<file path="src/rtl/jtopl_slot_wr.sv">
// Operator-slot write sequencer: captures a CPU register write and replays it
// in step with the rotating operator slot counter, pulsing alignment strobes
// as the target slot passes through the pipeline.
module jtopl_slot_wr #(
    parameter int unsigned SLOTS = 18
) (
    input  logic       clk,
    input  logic       rst_n,
    input  logic       cen,
    input  logic       wr,
    input  logic       addr,
    input  logic [7:0] din,
    output logic [7:0] dout,
    output logic       up_mult,
    output logic       up_ksl_tl,
    output logic       up_ar_dr,
    output logic       up_sl_rr,
    output logic       up_wav,
    output logic       update_op_I,
    output logic       update_op_II,
    output logic       update_op_IV,
    output logic [4:0] slot,
    output logic       zero,
    output logic       busy,
    output logic       overrun
);

    typedef enum logic [2:0] {StIdle, StWait, StS1, StS2, StS3} state_t;

    localparam logic [4:0] SlotLast = 5'(SLOTS - 1);

    logic [4:0] slot_q, slot_d;
    state_t     state_q, state_d;
    logic [7:0] sel_q, sel_d;
    logic [7:0] dout_q, dout_d;
    logic [4:0] target_q, target_d;
    logic [2:0] group_q, group_d;
    logic       overrun_q, overrun_d;

    logic       sel_wr, data_wr;
    logic       grp_ok, off_ok, hit;
    logic [1:0] off_hi;
    logic [2:0] off_lo;
    logic [4:0] sel_target;

    assign sel_wr  = wr & ~addr;
    assign data_wr = wr & addr;
    assign hit     = (slot_q == target_q);

    // Decode the selection register into a group validity flag and a target slot.
    always_comb begin
        off_hi = sel_q[4:3];
        off_lo = sel_q[2:0];
        grp_ok = 1'b0;
        case (sel_q[7:5])
            3'd1, 3'd2, 3'd3, 3'd4, 3'd7: grp_ok = 1'b1;
            default:                      grp_ok = 1'b0;
        endcase
        off_ok = (off_hi != 2'd3) && (off_lo <= 3'd5);
        // Offset banks are 8 apart in the register map but only 6 slots apart.
        sel_target = ({3'd0, off_hi} << 2) + ({3'd0, off_hi} << 1) + {2'd0, off_lo};
    end

    // Next-state logic: slot rotation, register capture and write sequencing.
    always_comb begin
        state_d   = state_q;
        slot_d    = slot_q;
        sel_d     = sel_q;
        dout_d    = dout_q;
        target_d  = target_q;
        group_d   = group_q;
        overrun_d = overrun_q;
        if (cen) begin
            slot_d = (slot_q == SlotLast) ? 5'd0 : slot_q + 5'd1;
            if (sel_wr) begin
                sel_d = din;
            end
            case (state_q)
                StIdle: begin
                    if (data_wr && grp_ok && off_ok) begin
                        state_d  = StWait;
                        dout_d   = din;
                        target_d = sel_target;
                        group_d  = sel_q[7:5];
                    end
                end
                StWait:  if (hit) state_d = StS1;
                StS1:    state_d = StS2;
                StS2:    state_d = StS3;
                StS3:    state_d = StIdle;
                default: state_d = StIdle;
            endcase
            // A second data write cannot be queued; flag it and keep the first.
            if (data_wr && (state_q != StIdle)) begin
                overrun_d = 1'b1;
            end
        end
    end

    // State registers with synchronous active-low reset.
    always_ff @(posedge clk) begin
        if (!rst_n) begin
            slot_q    <= 5'd0;
            state_q   <= StIdle;
            sel_q     <= 8'd0;
            dout_q    <= 8'd0;
            target_q  <= 5'd0;
            group_q   <= 3'd0;
            overrun_q <= 1'b0;
        end else begin
            slot_q    <= slot_d;
            state_q   <= state_d;
            sel_q     <= sel_d;
            dout_q    <= dout_d;
            target_q  <= target_d;
            group_q   <= group_d;
            overrun_q <= overrun_d;
        end
    end

    // Output decode from the registered state.
    always_comb begin
        busy         = (state_q != StIdle);
        update_op_I  = (state_q == StWait) && hit;
        update_op_II = (state_q == StS1);
        update_op_IV = (state_q == StS3);
        up_mult      = busy && (group_q == 3'd1);
        up_ksl_tl    = busy && (group_q == 3'd2);
        up_ar_dr     = busy && (group_q == 3'd3);
        up_sl_rr     = busy && (group_q == 3'd4);
        up_wav       = busy && (group_q == 3'd7);
        zero         = (slot_q == 5'd0);
        slot         = slot_q;
        dout         = dout_q;
        overrun      = overrun_q;
    end

endmodule

</file>
<file path="config.mk">
export PLATFORM = sky130hd
export DESIGN_NAME = jtopl_slot_wr
export DESIGN_NICKNAME = d
export VERILOG_FILES = /design/src/rtl/jtopl_slot_wr.sv
export SDC_FILE = /design/constraint.sdc
export NUM_CORES = 1
export LEC_CHECK = 0
export ABC_AREA = 1
export CAP_MARGIN = 20
export CELL_PAD_IN_SITES_DETAIL_PLACEMENT = 1
export CELL_PAD_IN_SITES_GLOBAL_PLACEMENT = 2
export CORE_ASPECT_RATIO = 0.75
export CORE_MARGIN = 1.5
export CORE_UTILIZATION = 27
export DETAILED_ROUTE_END_ITERATION = 7
export PLACE_DENSITY = 0.81
export SKIP_CTS_REPAIR_TIMING = 1
export SLEW_MARGIN = 20
export SYNTH_ARGS = -nofsm -noshare
export SYNTH_HDL_FRONTEND = slang
export SYNTH_SLANG_ARGS = --single-unit
</file>
<file path="constraint.sdc">
create_clock -name clk -period 2.4 [get_ports clk]
set_input_delay 0.72 -clock clk [delete_from_list [all_inputs] [get_ports clk]]
set_output_delay 0.72 -clock clk [all_outputs]
set_load 0.02 [all_outputs]
</file>
==> impl_metrics.env <==
export IMPL_antenna_found_initial=0
export IMPL_grt_use_total_pct=13.6
export IMPL_path_cells="inv_1, nand2_1, buf_4, clkdlybuf4s50_1"
export IMPL_postRouteAntennaNets=0
export IMPL_rr_startpoint="sel_q[3]$_SDFFE_PN0P_"
export IMPL_routed_via_count=1483
export IMPL_path_clk_slew_ps=70
export IMPL_crit_fanout=5
export IMPL_cts_tree="built"
export IMPL_wl_per_cell_um=12.0
export IMPL_power_density_nw_per_um2=606
export IMPL_gp_congestion=0.759
export IMPL_ys_flop_type="dfxtp_1"
export IMPL_crit_start="state_q[1]$_SDFFE_PN0P_"
export IMPL_dieArea_sq_um=6320
export IMPL_ff2ff_path_depth=6
export IMPL_synth_distinct_cells=31
export IMPL_synth_edff_count=0
export IMPL_design_core_area_sq_um=5500
export IMPL_power_w=0.00132
export IMPL_dp_hpwl_um=3140
export IMPL_period_share_pct=95.4
export IMPL_die_x_um=91.3
export IMPL_drc=0
export IMPL_layout_nets=280
export IMPL_tightestPinTransition_ps=295
export IMPL_relSlewSlack_pct=80.3
export IMPL_grt_overflow=0
export IMPL_cp_end_kind="output pin"
export IMPL_critPathRequiredTime_ps=1680
export IMPL_finalSetupTns_ps=0
export IMPL_crit_arrival_ps=1570
export IMPL_clock_sinks=33
export IMPL_ys_seq_area_share_pct=41.9
export IMPL_maxSlewViolCount=0
export IMPL_firstDrtPassIters=4
export IMPL_yosysWarnings=0
export IMPL_fin_util_pct=39.7
export IMPL_maxCapViolCount=0
export IMPL_synth_nets=234
export IMPL_start_kind="register"
export IMPL_synthToLayoutAreaGrowth_pct=38.3
export IMPL_synth_async_reset_ratio_pct=0
export IMPL_cp_endpoint="busy"
export IMPL_grt_pass1_wl_um=6810
export IMPL_finalSetupViolations=0
export IMPL_grt_pass1_vias=1504
export IMPL_start_util_pct=28.7
export IMPL_die_h_um=69.2
export IMPL_wirelength_um=4020
export IMPL_final_setup_skew_ps=4.57
export IMPL_port_buffers=36
export IMPL_clk_latency_ps=290
export IMPL_path_class="register to output pin"
export IMPL_synth_common_cells="dfxtp_1 (33), nand2_1 (32), inv_1 (31)"
export IMPL_grt_max_degree=28
export IMPL_synth_area_sq_um=1580
export IMPL_synth_ff_latch_count=33
export IMPL_rsz0062_at_grt="no"
export IMPL_clockBufferDepth=2
export IMPL_peakVddDrop_v=0.000276
export IMPL_rrSetupSlack_ps=420
export IMPL_hold_viol=0
export IMPL_antennaDiodeCount=0
export IMPL_synth_top_area_share_pct=41.9
export IMPL_drive_gt1_share_pct=10.3
export IMPL_period_minus_slack_ps=2290
export IMPL_vias_per_cell=4.41
export IMPL_status="finished, final reports clean"
export IMPL_worst_path_largest_cell_delay_ps=600
export IMPL_synthTopCellsByArea="dfxtp_1 (42%), nand2_1 (7.6%), inv_1 (7.4%), nor2_1 (7.1%), a21oi_1 (6.7%)"
export IMPL_cts_root_buffer="clkbuf_8"
export IMPL_synth_area_per_cell_sq_um=7.37
export IMPL_min_path_type="register to register"
export IMPL_num_io_pins=37
export IMPL_rr_endpoint="target_q[3]$_SDFFE_PN0P_"
export IMPL_cts_buffers=5
export IMPL_power_leakage_nw=1.01
export IMPL_cpMaxStageDelayCell="clkdlybuf4s50_1"
export IMPL_fmax_ghz=0.437
export IMPL_synthCells=214
export IMPL_row_count=23
export IMPL_detail_route_iter0_violations=51
export IMPL_htreeDepth=2
export IMPL_yosys_area_top_type="dfxtp_1"
export IMPL_yosysMostFrequentCell="dfxtp_1"
through the flow:
step / hold WS, ps / instance area (sq um) / cells / setup WS [ps]
after floorplan: 444 / 1580 / 214 / 305
after global placement: 435 / 2060 / 328 / 155
after detailed placement: 438 / 2060 / 328 / 91.4
after CTS: 449 / 2160 / 336 / -229
after global routing: 466 / 2180 / 336 / 3.57
final: 443 / 2180 / 336 / 110
kinds of logic (layout without fill, tap and decap cells):
group           Yosys count  in the layout  share of synthesized area (%)
simple gates             81             81                           22.8
compound gates           50             50                           16.6
buf+inv                  40             87                           10.5
flops                    33             33                           41.9
fa+ha+maj                 7              7                           6.50
xor+xnor                  3              3                           1.67
cell usage in the layout (no fill, tap or decap), types with 2 or more instances in the layout:
| cell type | synthesis | routed |
|---|---|---|
| a21oi_1 | 21 | 21 |
| buf_4 | 0 | 9 |
| clkbuf_8 | 0 | 7 |
| clkdlybuf4s50_1 | 0 | 29 |
| dfxtp_1 | 33 | 31 |
| dfxtp_2 | 0 | 2 |
| dlymetal6s2s_1 | 0 | 7 |
| fa_1 | 2 | 2 |
| ha_1 | 5 | 5 |
| inv_1 | 31 | 31 |
| inv_2 | 3 | 3 |
| nand2_1 | 32 | 32 |
| nand3_1 | 5 | 5 |
| nor2_1 | 30 | 30 |
| nor4_1 | 4 | 4 |
| o21ai_0 | 20 | 20 |
| o21ai_1 | 5 | 5 |
| xor2_1 | 2 | 2 |
report_power, final:
part	total (W)	internal [W]	switching (W)
sequential	0.000594	0.000574	0.0000207
combinational	0.000260	0.000111	0.000149
clock	0.000468	0.000259	0.000209
total	0.00132	0.000944	0.000379
area by class of cell:
class                           count  area (sq um)
Fill cell                         670          3310
Timing Repair Buffer               45           445
Tap cell                           75          93.8
Inverter                           34           128
Multi-Input combinational cell    141           751
Sequential cell                    33           663
Clock inverter                      1          5.00
Clock buffer                        7          96.3
critical path, delay by kind of cell (launching register included):
| family | cells | cell delay, ps |
|---|---|---|
| buffers and inverters | 3 | 820 |
| flip-flops | 1 | 350 |
| AND/OR/NAND/NOR | 1 | 110 |
how the worst min path moves through the flow:
| stage | from | to | slack [ps] | cells past startpoint |
|---|---|---|---|---|
| finish | dout[2]$_SDFFE_PN0P_ | dout[2]$_SDFFE_PN0P_ | 440 | 2 |
| detailed placement | dout[0]$_SDFFE_PN0P_ | dout[0]$_SDFFE_PN0P_ | 440 | 2 |
| global route | dout[7]$_SDFFE_PN0P_ | dout[7]$_SDFFE_PN0P_ | 470 | 2 |
| global placement | dout[2]$_SDFFE_PN0P_ | dout[2]$_SDFFE_PN0P_ | 430 | 2 |
| CTS | dout[2]$_SDFFE_PN0P_ | dout[2]$_SDFFE_PN0P_ | 450 | 2 |
| floorplan | target_q[4]$_SDFFE_PN0P_ | target_q[4]$_SDFFE_PN0P_ | 440 | 2 |
registers in the layout, indices dropped and copies added, names as in the netlist:
register and count:
group_q 3, dout 8, sel_q 8, state_q 3, target_q 5, overrun 1, slot 5
metal layers:
metal / wire length (um) / track usage [%] / up-vias
met4: 57 / 4.69 / 0
met2: 1780 / 21.1 / 28
met1: 2030 / 18.3 / 679
met3: 162 / 3.62 / 7
li1: - / - / 769
met5: 0 / 0 / -
Power figures use the tool's default switching activity.
